===== config.mk =====
export PLATFORM = sky130hd
export DESIGN_NAME = fetch_aligner_flat
export DESIGN_NICKNAME = d
export VERILOG_FILES = /design/src/rtl/fetch_aligner_if.sv /design/src/rtl/fetch_aligner.sv /design/src/flat_wrapper.sv
export SDC_FILE = /design/constraint.sdc
export NUM_CORES = 1
export LEC_CHECK = 0
export ABC_AREA = 1
export CORE_UTILIZATION = 48
export CTS_BUF_LIST = sky130_fd_sc_hd__clkbuf_16
export DETAILED_ROUTE_END_ITERATION = 6
export GPL_TIMING_DRIVEN = 1
export HOLD_SLACK_MARGIN = 0.08
export PLACE_DENSITY_LB_ADDON = 0.15
export REMOVE_ABC_BUFFERS = 1
export SYNTH_ARGS = -nofsm -noshare
export SYNTH_HDL_FRONTEND = slang
export SYNTH_SLANG_ARGS = --single-unit

===== constraint.sdc =====
create_clock -name clock -period 13.7 [get_ports clock]
set_input_delay 2.74 -clock clock [delete_from_list [all_inputs] [get_ports clock]]
set_output_delay 2.74 -clock clock [all_outputs]
set_load 0.01 [all_outputs]

===== src/rtl/fetch_aligner_if.sv =====
// Instruction-cache request/response bus between the fetch aligner and the icache.
// The master modport is the fetch side; the slave modport is the icache side.
interface fetch_aligner_if;
  logic         icache_req_valid;
  logic         icache_req_ready;
  logic [63:0]  icache_req_addr;
  logic         icache_resp_valid;
  logic [127:0] icache_resp_data;

  modport master (
    output icache_req_valid,
    output icache_req_addr,
    input  icache_req_ready,
    input  icache_resp_valid,
    input  icache_resp_data
  );

  modport slave (
    input  icache_req_valid,
    input  icache_req_addr,
    output icache_req_ready,
    output icache_resp_valid,
    output icache_resp_data
  );
endinterface


===== src/rtl/fetch_aligner.sv =====
// Fetches 16-byte blocks from the icache and compacts the words from the fetch PC onward into slot 0.
// Redirects flush in-flight work; a response already owed by the icache is swallowed via drop_pending.
module fetch_aligner #(
  parameter logic [63:0] RESET_PC = 64'h8000_0000
) (
  input  logic                  clock,
  input  logic                  reset,
  input  logic                  fetch_inst,
  input  logic                  redirect_valid,
  input  logic [63:0]           redirect_target,
  input  logic                  mem_stall,
  fetch_aligner_if.master       icache,
  output logic [127:0]          aligned_instr,
  output logic [3:0]            aligned_instr_valid,
  output logic [63:0]           pc
);

  typedef enum logic [1:0] {
    S_IDLE      = 2'd0,
    S_REQ       = 2'd1,
    S_WAIT_RESP = 2'd2,
    S_HOLD      = 2'd3
  } state_t;

  state_t       r_state;
  logic [63:0]  r_fetch_pc;
  logic         r_drop_pending;
  logic [2:0]   r_hold_cnt;
  logic         r_req_valid;
  logic [63:0]  r_req_addr;
  logic [127:0] r_aligned_instr;
  logic [3:0]   r_aligned_valid;
  logic [63:0]  r_pc;

  logic [1:0]   w_offset;
  logic [3:0]   w_mask;
  logic [2:0]   w_hold_init;
  logic [127:0] w_shifted;
  logic [63:0]  w_block_addr;
  logic [63:0]  w_next_block;
  logic [63:0]  w_redirect_pc;
  logic         w_lose_resp;

  // NOTE: every always_comb output gets a default first so no path leaves it unassigned (no latch).
  always_comb begin
    w_offset    = r_fetch_pc[3:2];
    w_mask      = 4'b1111;
    w_hold_init = 3'd5;
    case (w_offset)
      2'd0: begin w_mask = 4'b1111; w_hold_init = 3'd5; end
      2'd1: begin w_mask = 4'b0111; w_hold_init = 3'd4; end
      2'd2: begin w_mask = 4'b0011; w_hold_init = 3'd3; end
      2'd3: begin w_mask = 4'b0001; w_hold_init = 3'd2; end
      default: ;
    endcase
    w_shifted     = icache.icache_resp_data >> {w_offset, 5'b0_0000};
    w_block_addr  = {r_fetch_pc[63:4], 4'b0000};
    w_next_block  = {r_fetch_pc[63:4] + 60'd1, 4'b0000};
    w_redirect_pc = redirect_target & ~64'h3;
    // A request the icache has accepted (or is accepting now) will still be answered later.
    w_lose_resp   = ((r_state == S_WAIT_RESP) && !icache.icache_resp_valid) ||
                    ((r_state == S_REQ) && icache.icache_req_ready);
  end

  // NOTE: sequential state uses non-blocking assignments so every register samples pre-edge values.
  always_ff @(posedge clock or posedge reset) begin
    if (reset) begin
      r_state         <= S_IDLE;
      r_fetch_pc      <= RESET_PC;
      r_drop_pending  <= 1'b0;
      r_hold_cnt      <= 3'd0;
      r_req_valid     <= 1'b0;
      r_req_addr      <= 64'd0;
      r_aligned_instr <= 128'd0;
      r_aligned_valid <= 4'd0;
      r_pc            <= 64'd0;
    end else begin
      r_aligned_valid <= 4'd0;
      if (r_drop_pending && icache.icache_resp_valid) r_drop_pending <= 1'b0;

      if (redirect_valid) begin
        r_fetch_pc  <= w_redirect_pc;
        r_state     <= S_IDLE;
        r_req_valid <= 1'b0;
        r_hold_cnt  <= 3'd0;
        if (w_lose_resp) r_drop_pending <= 1'b1;
      end else begin
        case (r_state)
          S_IDLE: begin
            if (fetch_inst && !mem_stall && !r_drop_pending) begin
              r_state     <= S_REQ;
              r_req_valid <= 1'b1;
              r_req_addr  <= w_block_addr;
            end
          end
          S_REQ: begin
            if (icache.icache_req_ready) begin
              r_state     <= S_WAIT_RESP;
              r_req_valid <= 1'b0;
            end
          end
          S_WAIT_RESP: begin
            if (icache.icache_resp_valid && !r_drop_pending) begin
              r_aligned_instr <= w_shifted;
              r_aligned_valid <= w_mask;
              r_pc            <= r_fetch_pc;
              r_fetch_pc      <= w_next_block;
              r_hold_cnt      <= w_hold_init;
              r_state         <= S_HOLD;
            end
          end
          S_HOLD: begin
            r_hold_cnt <= r_hold_cnt - 3'd1;
            if (r_hold_cnt <= 3'd1) r_state <= S_IDLE;
          end
          default: r_state <= S_IDLE;
        endcase
      end
    end
  end

  assign icache.icache_req_valid = r_req_valid;
  assign icache.icache_req_addr  = r_req_addr;
  assign aligned_instr           = r_aligned_instr;
  assign aligned_instr_valid     = r_aligned_valid;
  assign pc                      = r_pc;

endmodule


===== src/flat_wrapper.sv =====
// flat-port wrapper written by rule: the top's interface ports become plain ports
module fetch_aligner_flat 
#(
  parameter logic [63:0] RESET_PC = 64'h8000_0000
)
  (clock, reset, fetch_inst, redirect_valid, redirect_target, mem_stall, aligned_instr, aligned_instr_valid, pc, icache_icache_req_valid, icache_icache_req_addr, icache_icache_req_ready, icache_icache_resp_valid, icache_icache_resp_data);
  fetch_aligner_if icache_i ();
  input  logic clock;
  input  logic reset;
  input  logic fetch_inst;
  input  logic redirect_valid;
  input  logic [63:0] redirect_target;
  input  logic mem_stall;
  output logic [127:0] aligned_instr;
  output logic [3:0] aligned_instr_valid;
  output logic [63:0] pc;
  output wire logic [$bits(icache_i.icache_req_valid)-1:0] icache_icache_req_valid;
  output wire logic [$bits(icache_i.icache_req_addr)-1:0] icache_icache_req_addr;
  input wire logic [$bits(icache_i.icache_req_ready)-1:0] icache_icache_req_ready;
  input wire logic [$bits(icache_i.icache_resp_valid)-1:0] icache_icache_resp_valid;
  input wire logic [$bits(icache_i.icache_resp_data)-1:0] icache_icache_resp_data;
  assign icache_icache_req_valid = icache_i.icache_req_valid;
  assign icache_icache_req_addr = icache_i.icache_req_addr;
  assign icache_i.icache_req_ready = icache_icache_req_ready;
  assign icache_i.icache_resp_valid = icache_icache_resp_valid;
  assign icache_i.icache_resp_data = icache_icache_resp_data;
  fetch_aligner #(.RESET_PC(RESET_PC)) u_core (.clock(clock), .reset(reset), .fetch_inst(fetch_inst), .redirect_valid(redirect_valid), .redirect_target(redirect_target), .mem_stall(mem_stall), .icache(icache_i), .aligned_instr(aligned_instr), .aligned_instr_valid(aligned_instr_valid), .pc(pc));
endmodule

Word-level counts from Yosys, hierarchy flattened --
Index checks and enable logic that the tools add are counted.
Operators by class: add/sub/neg operators 2, reductions and logical operators 22, multiplexer cells 24, bitwise gates (word level) 1, magnitude comparators 1, shifts and indexed selects 1, eq/ne operators 10
Operators by type and width (number):
- $mux 64 | 3
- $shr 128x7->128 | 1
- $add 60x1->60 const B | 1
- $pmux 4 s4 | 1
- $mux 4 | 3
- $pmux 3 s4 | 1
- $mux 2 | 5
- $reduce_and 3->1 | 3
- $eq 2x2->1 const B | 4
- $pmux 2 s4 | 1
- $logic_and 1x1->1 | 6
- $mux 1 | 6
- $mux 3 | 2
- $ne 3x2->1 const B | 2
- $ne 3x3->1 const B | 2
- $pmux 3 s2 | 1
- $reduce_bool 3->1 | 2
- $eq 2x1->1 const B | 2
- $logic_not 2->1 | 2
- $reduce_and 2->1 | 2
- $reduce_and 4->1 | 1
- $reduce_bool 2->1 | 2
- $le 3x1->1 const B | 1
- $logic_not 1->1 | 3
- 4 further kinds | 4
Storage, ports and cells: register bits after elaboration 327, input port bits 199, logic and storage cells 70

Longest topological paths before layout --
word-level depth 6, gate-level depth with buffers 11, mapped depth without buffers 10

Least setup slack after synthesis --
Ideal clock, no wire load.
path kind input -> register, start point input icache_icache_resp_valid, end point register u_core.r_aligned_instr[0] (netlist: u_core.aligned_instr[0]), buffers on the path 2, slack 9.926 ns, stages 7, data arrival time 3.642 ns, required time 13.568 ns, cells stage by stage nand3_2 nor2_4 inv_2 buf_2 buf_2 a22oi_1 o21ai_1
Between the ends: word-level cells in the longest chain between the ends 2
Ends and longest elaborated chain:
- from (decl) | line flat_wrapper.sv:20 | input wire logic [$bits(icache_i.icache_resp_valid)-1:0] icache_icache_resp_valid;
- $logic_and 1x1->1 | line fetch_aligner.sv:103 | if (icache.icache_resp_valid && !r_drop_pending) begin
- $reduce_and 3->1 (no line)
- to (signal assigned) | line fetch_aligner.sv:104 | r_aligned_instr <= w_shifted;
- to (decl) | line fetch_aligner.sv:31 | logic [127:0] r_aligned_instr;
Every way passes these cells. A chain may end at the register's enable or synchronous reset.

Final worst setup path --
start point input redirect_valid, end point register u_core.r_aligned_instr[49] (netlist: u_core.aligned_instr[49])
Between the ends: word-level cells in the longest chain between the ends 2
Ends and longest elaborated chain:
- from (decl) | line flat_wrapper.sv:11 | input logic redirect_valid;
- $not 1->1 (no line)
- $reduce_and 3->1 (no line)
Every way passes these cells.

==> results.py <==
metrics = {
    "floorplanning": {
        "coreArea_um2": 31600,
        "die_area_um2": 32900,
        "die_w_um": 181,
        "dieHeight_um": 181,
        "ios": 460,
        "start_util": 0.489,
        "placementRows": 65,
    },
    "critical_path": {
        "worstPathArrival_ns": 5.75,
        "rrSetupSlack_ns": 10.38,
        "r2r-start": "u_core.r_state[0]",
        "crit_path_start_kind": "primary input",
        "reg2reg_to": "u_core.aligned_instr[49]",
        "endpoint_kind": "flop",
        "crit_fanout": 126,
        "reg2regPathDepth": 9,
        "critPathRequiredTime_ns": 14.05,
        "crit_type": "primary input to flop",
    },
    "global_route": {
        "grt_max_degree": 160,
        "grt_use_met1": 0.382,
        "grt.busiest_layer": "met2",
        "grt_pass1_wl_um": 82200,
        "grt_pass1_vias": 14900,
        "use_met2": 0.528,
        "globalRoute.totalOverflow": 0,
        "use_met3": 0.0895,
        "grt_usage": 0.320,
        "antenna_found_initial": 15,
    },
    "route": {
        "vias": 15200,
        "wirelength_um": 52800,
        "drtIter0Drc": 1247,
        "wire_per_inst_um": 19.1,
        "drt_first_pass_iters": 5,
        "avgViaCountPerCell": 5.47,
        "drc": 0,
        "antenna_left": 0,
    },
    "pwr": {
        "p_leak_nw": 9.43,
        "p_int_mw": 2.78,
        "power.density_nw_per_um2": 197,
        "p_sw_mw": 1.42,
        "clkPwrFrac": 0.233,
        "seq_power_share": 0.377,
        "p_comb_frac": 0.390,
        "power.share.switching": 0.339,
        "vdd_drop_max_mv": 0.131,
        "power_mw": 4.20,
    },
    "sta": {
        "tns_ns": 0,
        "max-slew-margin-rel": 0.259,
        "slew_viol_final": 0,
        "rsz0062_at_grt": "no",
        "fin_crit_sh": 0.394,
        "hold_viol_final": 0,
        "max_freq_ghz": 0.185,
        "clock_skew_ns": 0.00963,
        "hold_slack_ns": 0.480,
        "setup_viol": 0,
        "worst_pin_slew_ns": 1.11,
        "min_period_ns": 5.40,
    },
    "cells_and_area": {
        "drive_gt1_frac": 0.0395,
        "finalNetCount": 2534,
        "fin_cells": 2770,
        "area_growth_pct": 38.4,
        "utilization": 0.677,
        "nFillCells": 2647,
    },
    "placement": {
        "dp_hpwl_um": 35900,
        "place_inst": 2692,
        "gp_congestion": 0.920,
        "io_buffer_count": 451,
    },
    "yosys": {
        "syn-instance-count": 1927,
        "synth_warnings": 0,
        "yosys_most_used_dff": "dfrtp_1",
        "ys_types": 43,
        "syn_area_um2": 15400,
        "async_flop_share": 1.00,
        "ys_ff_latch": 323,
        "synth_edf_count": 0,
        "synth_area_leader_cell": "dfrtp_1",
        "avgSynthCellArea_um2": 8.00,
        "synth_top_area_share": 0.522,
        "ys_seq_area_frac": 0.524,
        "synth_area_leaders": "dfrtp_1, nand2_1, o21ai_0",
    },
    "worst_hold_path": {
        "worstHoldStart": "u_core.aligned_instr[16]",
        "min_path_type": "flop to flop",
        "hold_path_end": "u_core.aligned_instr[16]",
        "min_path_cells": 2,
    },
    "clocking": {
        "htree_levels": 2,
        "cts_tree": "done",
        "cts_resized": 0,
        "cts_hold_buffers": 0,
        "clk_latency_ns": 0.52,
        "cts-root-buf": "clkbuf_16",
        "clock-sinks": 323,
        "numCtsBuffers": 36,
        "path_clk_slew_ns": 0.06,
        "cts_buffer_depth": 3,
        "post_cts_buffers": 0,
    },
    "status": {
        "status": "finished, final reports clean",
    },
    "job": {
        "cap_violations": 0,
    },
}
-- power by group through the flow --
stage	sequential, mW	clock (mW)	combinational [mW]
global placement	1.57	0	1.60
floorplan	1.72	0	0.485
detailed placement	1.58	0	1.63
CTS	1.58	0.987	1.65
finish	1.58	0.979	1.64
global route	1.63	1.02	1.77
-- layer usage --
metal  part of all wire  routed length, um  vias to the layer above
met5                  0                  0                        -
met4              0.045               2390                        0
met2               0.49              25700                      660
met3              0.086               4530                      126
li1                   -                  -                     7142
met1               0.38              20200                     7234
-- placed cells by master (no fill, tap or decap), types with 11 or more instances in the layout --
| master | count |
|---|---|
| buf_4 | 13 |
| inv_1 | 151 |
| diode_2 | 15 |
| dfrtp_1 | 321 |
| clkbuf_16 | 37 |
| clkdlybuf4s50_1 | 450 |
| a21oi_1 | 22 |
| nand3_1 | 82 |
| nand3b_1 | 11 |
| o21ai_1 | 54 |
| nand4_1 | 29 |
| a22oi_1 | 38 |
| nand2_1 | 598 |
| a41oi_1 | 27 |
| nor2_1 | 186 |
| o21ai_0 | 207 |
-- sequential cells by signal, summed over array words and instances (netlist names) --
signal	count
u_core.icache.icache_req_addr	60
u_core.r_state	2
u_core.r_fetch_pc	62
u_core.pc	62
u_core.aligned_instr	128
u_core.icache.icache_req_valid	1
u_core.r_drop_pending	1
u_core.aligned_instr_valid	4
u_core.r_hold_cnt	3
-- synthesized netlist by cell type (2+ instances only) --
cell	count
buf_1	7
nor2_1	188
a31oi_1	4
a41oi_1	27
inv_2	2
mux2_2	4
nor3b_1	2
nand4_1	29
nand2_2	3
buf_2	31
clkbuf_1	63
xor2_1	6
o2111ai_1	8
o21ai_1	54
nand2_1	599
inv_1	145
o221ai_1	5
nand3b_1	11
o21a_1	6
nor3_1	7
o21ai_0	207
buf_4	6
o22ai_1	4
a22oi_1	38
nor4_1	3
o21bai_1	2
nand3_1	82
o211ai_1	10
a21oi_1	22
nor2_4	8
nor2_2	4
and2_1	2
ha_1	7
dfrtp_1	322
-- cell type report --
type                            instances  area [um^2]  area share
Antenna cell                           15         37.5     0.00176
Multi-Input combinational cell       1354         6360       0.298
Timing Repair Buffer                  465         4630       0.217
Inverter                              148          568      0.0266
Sequential cell                       323         8090       0.379
Tap cell                              402          503      0.0236
Clock inverter                         26          244      0.0114
Clock buffer                           37          926      0.0434
-- stage by stage --
stage	cell area (um^2)	setup slack [ns]
after global routing	21400	7.99
after detailed placement	20100	7.63
after floorplan	15000	2.02
after global placement	20100	7.67
final	21400	8.30
after CTS	21300	8.14
-- worst max path at each step --
stage / start / to / cells after the start
2_1_floorplan: reset / u_core.aligned_instr[0] / 1
6_report: redirect_valid / u_core.aligned_instr[49] / 8
3_5_place_dp: redirect_valid / u_core.aligned_instr[11] / 9
3_3_place_gp: redirect_valid / u_core.aligned_instr[5] / 9
5_1_grt: redirect_valid / u_core.aligned_instr[1] / 9
4_1_cts: redirect_valid / u_core.aligned_instr[5] / 9
-- kinds of logic (layout without fill, tap and decap cells) --
logic type / after synthesis / count (layout) / synth area share
multiplexers: 4 / 4 / 0.00292
adder cells (fa/ha/maj): 7 / 7 / 0.00568
XOR/XNOR: 7 / 7 / 0.00397
AO/OA/AOI/OAI: 391 / 391 / 0.147
buffers and inverters: 255 / 676 / 0.0660
other: 1 / 21 / 0.000243
AND/OR/NAND/NOR: 939 / 939 / 0.250
flip-flops: 323 / 323 / 0.524
-- worst max-delay path: stages --
cell and delay, ns:
buf_2 0.07, buf_4 0.61, nor2_4 0.13, inv_6 0.60, buf_4 0.84, nor2_1 0.21
nand3_1 0.13, o211ai_1 0.10
(Power assumes the default switching activity.)
